===== config.mk =====
export PLATFORM = sky130hd
export DESIGN_NAME = fusion_result_sink
export DESIGN_NICKNAME = d
export VERILOG_FILES = /design/src/rtl/fusion_result_sink.sv
export SDC_FILE = /design/constraint.sdc
export NUM_CORES = 1
export LEC_CHECK = 0
export BUFFER_PORTS_ARGS = -buffer_cell sky130_fd_sc_hd__buf_2
export CELL_PAD_IN_SITES_DETAIL_PLACEMENT = 1
export CELL_PAD_IN_SITES_GLOBAL_PLACEMENT = 1
export CORE_MARGIN = 5
export CORE_UTILIZATION = 43
export DETAILED_ROUTE_END_ITERATION = 10
export GPL_TIMING_DRIVEN = 0
export MAX_ROUTING_LAYER = met4
export PLACE_DENSITY = 0.9
export SYNTH_ARGS = -nofsm -noshare
export SYNTH_HDL_FRONTEND = slang
export SYNTH_SLANG_ARGS = --single-unit

===== constraint.sdc =====
create_clock -name axi_clk -period 4.55 [get_ports axi_clk]
set_input_delay 0.2275 -clock axi_clk [delete_from_list [all_inputs] [get_ports axi_clk]]
set_output_delay 0.2275 -clock axi_clk [all_outputs]
set_load 0.02 [all_outputs]

===== src/rtl/fusion_result_sink.sv =====
`default_nettype none
// ============================================================================
// Module      : fusion_result_sink
// Description : Stream-slave endpoint for the fusion pipeline result stream.
//               Unpacks each 32-bit beat {16'h0, average, fused} into a
//               16-bit pixel record and writes it into a ping-pong frame
//               buffer through a stallable write port. Checks frame length
//               against s_axis_last and reports per-frame status.
// Ports       :
//   axi_clk       in   sole clock, rising edge
//   axi_reset_n   in   asynchronous active-low reset
//   enable        in   arms reception (sampled in IDLE and DONE only)
//   s_axis_valid  in   beat valid
//   s_axis_input  in   beat data: [7:0] fused, [15:8] average, rest ignored
//   s_axis_last   in   final beat of frame
//   s_axis_ready  out  beat accept
//   wr_en         out  write request (held until wr_ready)
//   wr_addr       out  buffer address (buf_sel*N + pixel index)
//   wr_data       out  {average, fused}
//   wr_ready      in   write-port accept
//   frame_done    out  one-cycle pulse per terminated frame
//   frame_err     out  [0] short frame, [1] long frame (most recent frame)
//   buf_sel       out  buffer currently being filled
//   frame_count   out  count of good frames, wraps
// Revision    : 1.0 - initial release
// ============================================================================
module fusion_result_sink #(
    parameter int IM_LEN           = 520,
    parameter int IM_WID           = 520,
    parameter int INPUT_DATA_WIDTH = 32,
    parameter int ADDR_W           = 20,
    parameter int CNT_W            = 16
) (
    input  logic                        axi_clk,
    input  logic                        axi_reset_n,
    input  logic                        enable,
    input  logic                        s_axis_valid,
    input  logic [INPUT_DATA_WIDTH-1:0] s_axis_input,
    input  logic                        s_axis_last,
    output logic                        s_axis_ready,
    output logic                        wr_en,
    output logic [ADDR_W-1:0]           wr_addr,
    output logic [15:0]                 wr_data,
    input  logic                        wr_ready,
    output logic                        frame_done,
    output logic [1:0]                  frame_err,
    output logic                        buf_sel,
    output logic [CNT_W-1:0]            frame_count
);

    localparam logic [ADDR_W-1:0] c_N    = ADDR_W'(IM_LEN * IM_WID);
    localparam logic [ADDR_W-1:0] c_LAST = ADDR_W'(IM_LEN * IM_WID - 1);

    typedef enum logic [1:0] {
        S_IDLE  = 2'd0,
        S_RECV  = 2'd1,
        S_DRAIN = 2'd2,
        S_DONE  = 2'd3
    } state_t;

    state_t            r_state;
    logic [ADDR_W-1:0] r_pix_idx;
    logic [1:0]        r_err_pend;   // status of the frame being terminated

    logic              w_wr_free;    // write register empty or completing now
    logic              w_accept;
    logic [ADDR_W-1:0] w_wr_addr;
    logic              w_unused_hi;

    // Upper half of the beat carries no information.
    assign w_unused_hi = ^s_axis_input[INPUT_DATA_WIDTH-1:16];

    assign w_wr_free    = !wr_en || wr_ready;
    assign s_axis_ready = ((r_state == S_RECV) || (r_state == S_DRAIN)) && w_wr_free;
    assign w_accept     = s_axis_valid && s_axis_ready;
    assign w_wr_addr    = (buf_sel ? c_N : '0) + r_pix_idx;

    always_ff @(posedge axi_clk or negedge axi_reset_n) begin
        if (!axi_reset_n) begin
            r_state     <= S_IDLE;
            r_pix_idx   <= '0;
            r_err_pend  <= 2'b00;
            wr_en       <= 1'b0;
            wr_addr     <= '0;
            wr_data     <= '0;
            frame_done  <= 1'b0;
            frame_err   <= 2'b00;
            buf_sel     <= 1'b0;
            frame_count <= '0;
        end else begin
            frame_done <= 1'b0;

            // Write register: a new load always wins; otherwise the pending
            // write is retired once the port accepts it.
            if (r_state == S_RECV && w_accept) begin
                wr_en   <= 1'b1;
                wr_addr <= w_wr_addr;
                wr_data <= s_axis_input[15:0];
            end else if (wr_en && wr_ready) begin
                wr_en <= 1'b0;
            end

            case (r_state)
                S_IDLE: begin
                    if (enable) begin
                        r_state   <= S_RECV;
                        r_pix_idx <= '0;
                    end
                end

                S_RECV: begin
                    if (w_accept) begin
                        r_pix_idx <= r_pix_idx + ADDR_W'(1);
                        if (s_axis_last) begin
                            r_err_pend <= (r_pix_idx == c_LAST) ? 2'b00 : 2'b01;
                            r_state    <= S_DONE;
                        end else if (r_pix_idx == c_LAST) begin
                            // Frame overran its nominal size: swallow the rest.
                            r_err_pend <= 2'b10;
                            r_state    <= S_DRAIN;
                        end
                    end
                end

                S_DRAIN: begin
                    if (w_accept && s_axis_last) begin
                        r_state <= S_DONE;
                    end
                end

                S_DONE: begin
                    // Report only once the final write has left (or is
                    // leaving on this edge), so downstream never sees
                    // frame_done ahead of the data.
                    if (w_wr_free) begin
                        frame_done <= 1'b1;
                        frame_err  <= r_err_pend;
                        if (r_err_pend == 2'b00) begin
                            buf_sel     <= ~buf_sel;
                            frame_count <= frame_count + CNT_W'(1);
                        end
                        r_pix_idx <= '0;
                        r_state   <= enable ? S_RECV : S_IDLE;
                    end
                end

                default: r_state <= S_IDLE;
            endcase
        end
    end

endmodule
`default_nettype wire


* Word-level counts from Yosys, hierarchy flattened
Index checks and enable logic that the tools add are counted.
Storage, ports and cells: register bits after elaboration 81, input port bits 38, output and inout bits 58, word-level logic and storage cells 60
Cells by class: add/subtract/negate cells 3, equality and inequality tests 9, muxes and demuxes 19, bitwise operators 1, reduce and logical (&&, ||, !) cells 18
Operators with widths (number):
- 2-to-1 mux 20 bit | 3
- case mux 20 bit (3 select lines) | 1
- adder 19 x 20 -> 20 bit | 1
- adder 20 x 1 -> 20 bit, second input constant | 1
- equality test 20 x 19 -> 1 bit, second input constant | 1
- 2-to-1 mux 19 bit | 1
- adder 16 x 1 -> 16 bit, second input constant | 1
- 2-to-1 mux 2 bit | 7
- case mux 2 bit (4 select lines) | 1
- 2-to-1 mux 1 bit | 6
- inequality test 2 bit, second input constant | 3
- AND reduction 3 bit | 2
- logical AND 1 bit | 5
- AND reduction 5 bit | 1
- equality test 2 bit, second input constant | 2
- zero test 2 bit | 2
- AND reduction 4 bit | 1
- nonzero test 2 bit | 2
- inequality test 3 x 2 -> 1 bit, second input constant | 1
- nonzero test 3 bit | 1
- equality test 2 x 1 -> 1 bit, second input constant | 1
- logical OR 1 bit | 2
- inequality test 2 x 1 -> 1 bit, second input constant | 1
- AND reduction 2 bit | 1
- other kinds (2) | 2

* Depth between registers and ports, before layout
depth after elaboration 7, mapped depth 9, mapped depth without buffers 7

* Worst setup path after synthesis
Ideal clock, no wire load.
path kind reg2reg, start point register r_state[1], end point register r_pix_idx[19], library setup time 0.078 ns, arrival 2.050 ns, required time 4.472 ns, slack 2.422 ns, cell stages (with the launch flop) 8, buffers on the path 2, clock period less this slack 2.128 ns, cells stage by stage dfrtp_1 ha_1 clkbuf_1 a221oi_4 nand4_2 buf_6 or4_1 a21oi_1
On the way: longest elaborated chain between the ends 6, elaborated cells on any way between the ends 13, those cells by class 6 x eq/ne; 1 x mux; 6 x reduce/logical
RTL lines:
- start, declared | line 61 | state_t r_state;
- start signal, assigned | line 143 | r_state <= enable ? S_RECV : S_IDLE;
- equality test 2 x 1 -> 1 bit or equality test 2 bit (tied branches) | line 74, 103
- logical OR 1 bit | line 74 | assign s_axis_ready = ((r_state == S_RECV) || (r_state == S_DRAIN)) && w_wr_free;
- logical AND 1 bit | line 74
- logical AND 1 bit | line 75 | assign w_accept = s_axis_valid && s_axis_ready;
- inequality test 2 bit (no line)
- AND reduction 4 bit (no line)
- end signal, assigned | line 113 | r_pix_idx <= r_pix_idx + ADDR_W'(1);
- end, declared | line 62 | logic [ADDR_W-1:0] r_pix_idx;
Several ways; a longest one is shown, not always the timed one. A chain may end at the register's enable or synchronous reset.

* Worst setup path in the final report
start point register r_pix_idx[16], end point register r_state[1]
On the way: longest elaborated chain between the ends 3
RTL lines:
- equality test 20 x 19 -> 1 bit | line 117 | end else if (r_pix_idx == c_LAST) begin
- inequality test 3 x 2 -> 1 bit (no line)
- AND reduction 5 bit (no line)
Every way passes these cells.

==> flow_metrics.py <==
metrics = {
    "route": {
        "vias": 3449,
        "drc": 0,
        "vias_per_cell": 5.53,
        "antenna_left": 0,
        "routed_wire_length_per_instance_um": 17.5,
        "first_drt_iteration_drcs": 199,
        "wl_um": 10900,
        "detail_route.first_pass.iterations": 4,
    },
    "cts": {
        "cts_resized": 0,
        "post_cts.repair.setup_buffers": 0,
        "tritoncts_num_sinks": 81,
        "cts_tree": "built",
        "cts_htree_levels": 3,
        "clkLatencyLatePin_ps": 360,
        "cts-root-buf": "sky130_fd_sc_hd__clkbuf_8",
        "clock_path_buffers": 2,
        "cts-buffers-inserted": 9,
        "cts.reportedPaths.clkPinSlew_ps": 80,
    },
    "worst_setup_path": {
        "critical_path_data_arrival_time_ps": 2770,
        "critical_path_required_ps": 4790,
        "depth_of_the_worst_register_to_register_path": 6,
        "worst-path-max-fanout": 7,
        "critPathLaunchType": "flip-flop",
        "critical_path_class": "flip-flop to flip-flop",
        "setup.worst_path.end_class": "flip-flop",
    },
    "place": {
        "io_buffers": 79,
        "detailedPlace.worstSlack_ps": 2080,
        "placed_area_um2": 4510,
        "gp_routability_congestion": 0.837,
        "detailed_place_hpwl_um": 7980,
    },
    "cells_and_area": {
        "top_library_cells_by_usage_in_the_layout_fill_and_taps_aside": "sky130_fd_sc_hd__nand2_1, sky130_fd_sc_hd__dfrtp_1, sky130_fd_sc_hd__buf_2",
        "layout_commonest_cell": "sky130_fd_sc_hd__nand2_1",
        "drive_above_1_share_pct": 21.2,
        "postLayoutCellArea_um2": 4690,
        "fillers": 1100,
        "finalNetCount": 559,
        "syn_to_final_growth_pct": 18.9,
        "diodes": 0,
    },
    "yosys": {
        "synth.yosys.seq_area_share_pct": 51.4,
        "synth_area_per_cell_um2": 9.46,
        "netlist-cell-type-count": 44,
        "yosys_register_bits": 81,
        "synth_nets": 467,
        "syn_area_um2": 3950,
        "synthesis_warnings": 0,
        "post_synth_inst_count": 417,
    },
    "sta": {
        "worst_slew_pin_slew_ps": 522,
        "final-max-slew-violation-count": 0,
        "timing_hold_violations_final": 0,
        "tns_ps": 0,
        "hold-worst-slack_ps": 46.3,
        "min_period_over_period_pct": 55.5,
        "final-setup-viol-count": 0,
        "max_clock_freq_mhz": 396,
        "final_period_minus_worst_setup_slack_ps": 2520,
        "crit_path_setup_slack_layout_ps": 2030,
        "grt_setup_unrepaired": "false",
        "clock_skew_ps": 10.3,
        "slew_headroom_pct": 64.9,
    },
    "min_path": {
        "hp-class": "input pin to flip-flop",
        "min_path_cells": 3,
    },
    "grt": {
        "maximum_number_of_pins_on_one_net_before_global_route_repair": 59,
        "grt_antenna_before_repair": 0,
        "grt_remaining_overflow": 0,
        "grt_first_pass_wirelength_um": 18900,
        "grt_pass1_vias": 3731,
        "globalRouteTotalUtil_pct": 21.5,
    },
    "pwr": {
        "static-leakage-power_nw": 2.36,
        "irDropWorstVdd_mv": 0.171,
        "power_density_nw_per_um2": 511,
    },
    "floorplan": {
        "io_pins": 96,
        "floorplan.die.height_um": 106,
        "placeable_core_area_um2": 9110,
        "die_w_um": 106,
        "floorplan.rows": 35,
        "overall_die_area_um2": 11200,
        "floorplan.initialDensity_pct": 43.3,
    },
    "run": {
        "cap_violations": 0,
    },
    "status": {
        "status": "complete, no violations",
    },
}
[critical path, stage by stage, from the launching register on]
cell and delay (ps):
sky130_fd_sc_hd__dfrtp_1 360, sky130_fd_sc_hd__clkbuf_1 200, sky130_fd_sc_hd__nor4_1 500, sky130_fd_sc_hd__nor4bb_1 400, sky130_fd_sc_hd__a31oi_1 160, sky130_fd_sc_hd__a221oi_1 400
sky130_fd_sc_hd__mux2_2 390
[per-layer routing]
layer  part of all wire [%]  GRT usage (%)  wire length (µm)  vias up
met5                      0              -                 0        -
met4                    2.2           7.68               244        0
met3                    4.2           4.16               456       21
met2                     53           38.1              5750       88
met1                     41           24.2              4490     1745
li1                       -              -                 -     1595
[metrics by stage]
step                      instances  util (%)  total power, mW
after detailed placement        608      49.5             1.93
after global routing            624      51.5             2.55
after CTS                       624      51.5             2.42
after global placement          607      49.2             1.87
final                           624      51.5             2.40
after floorplan                 417         -             1.59
[power breakdown]
part	total, mW	switching (mW)	internal [mW]
Sequential	0.968	0.107	0.861
Combinational	0.950	0.642	0.307
Clock	0.480	0.270	0.209
[cell families after synthesis]
logic type,synth area share [%]
compound gates,10.4
mux,1.62
buf+inv,3.49
simple gates,22.7
flops,51.4
xor+xnor,6.66
fa+ha+maj,3.81
[flip-flops by register name, summed over array words and instances (netlist names)]
register,flops
r_state,2
wr_data,16
r_pix_idx,20
frame_done,1
frame_count,16
r_err_pend,2
buf_sel,1
frame_err,2
wr_addr,20
wr_en,1
[final timing paths]
kind                                        from        endpoint  slack [ps]
worst max-delay path               r_pix_idx[16]      r_state[1]        2030
worst min-delay path            s_axis_input[12]     wr_data[12]          50
worst max register to register     r_pix_idx[16]      r_state[1]        2030
worst min register to register       wr_data[12]     wr_data[12]         470
max in group asynchronous            axi_reset_n     wr_addr[17]        3640
min in group asynchronous            axi_reset_n  frame_count[4]         310
[cell type report]
| class | count | area (µm²) | share of cell area [%] |
|---|---|---|---|
| Clock inverter | 5 | 32.5 | 0.694 |
| Inverter | 10 | 37.5 | 0.800 |
| Sequential cell | 81 | 2030 | 43.2 |
| Multi-Input combinational cell | 304 | 1780 | 38.0 |
| Timing Repair Buffer | 81 | 435 | 9.28 |
| Buffer | 22 | 100 | 2.13 |
| Clock buffer | 10 | 138 | 2.93 |
| Tap cell | 111 | 139 | 2.96 |
[cell usage after synthesis (all sizes together)]
master	instances	area, µm²
mux2	3	33.8
mux2i	3	30.0
a21oi	8	40.0
nand3	15	75.1
o32ai	1	8.76
nor3	4	20.0
o31a	1	8.76
nor4	2	12.5
nor4bb	1	10.0
or3	6	37.5
and2	4	25.0
xnor2	17	149
or2	2	12.5
and3	6	37.5
o31ai	5	37.5
or4	2	15.0
o21bai	1	7.51
buf	3	27.5
nand3b	1	7.51
nor2b	2	20.0
a221oi	2	35.0
a31oi	2	12.5
a211o	1	8.76
clkbuf	19	72.6
nand2	110	413
xor2	13	114
nand2b	3	18.8
a22o	9	78.8
a2bb2oi	1	8.76
nor2	21	78.8
and4	2	17.5
ha	12	150
nand4	14	93.8
dfrtp	81	2030
o22a	1	8.76
o21ba	1	10.0
inv	10	37.5
o21ai	28	144
[repair_timing]
action,in CTS,in global routing
hold endpoints to repair,23,0
endpoints found under the setup margin,0,0
hold buffers,1,0
Note: power is estimated with default switching activity, not from simulation.
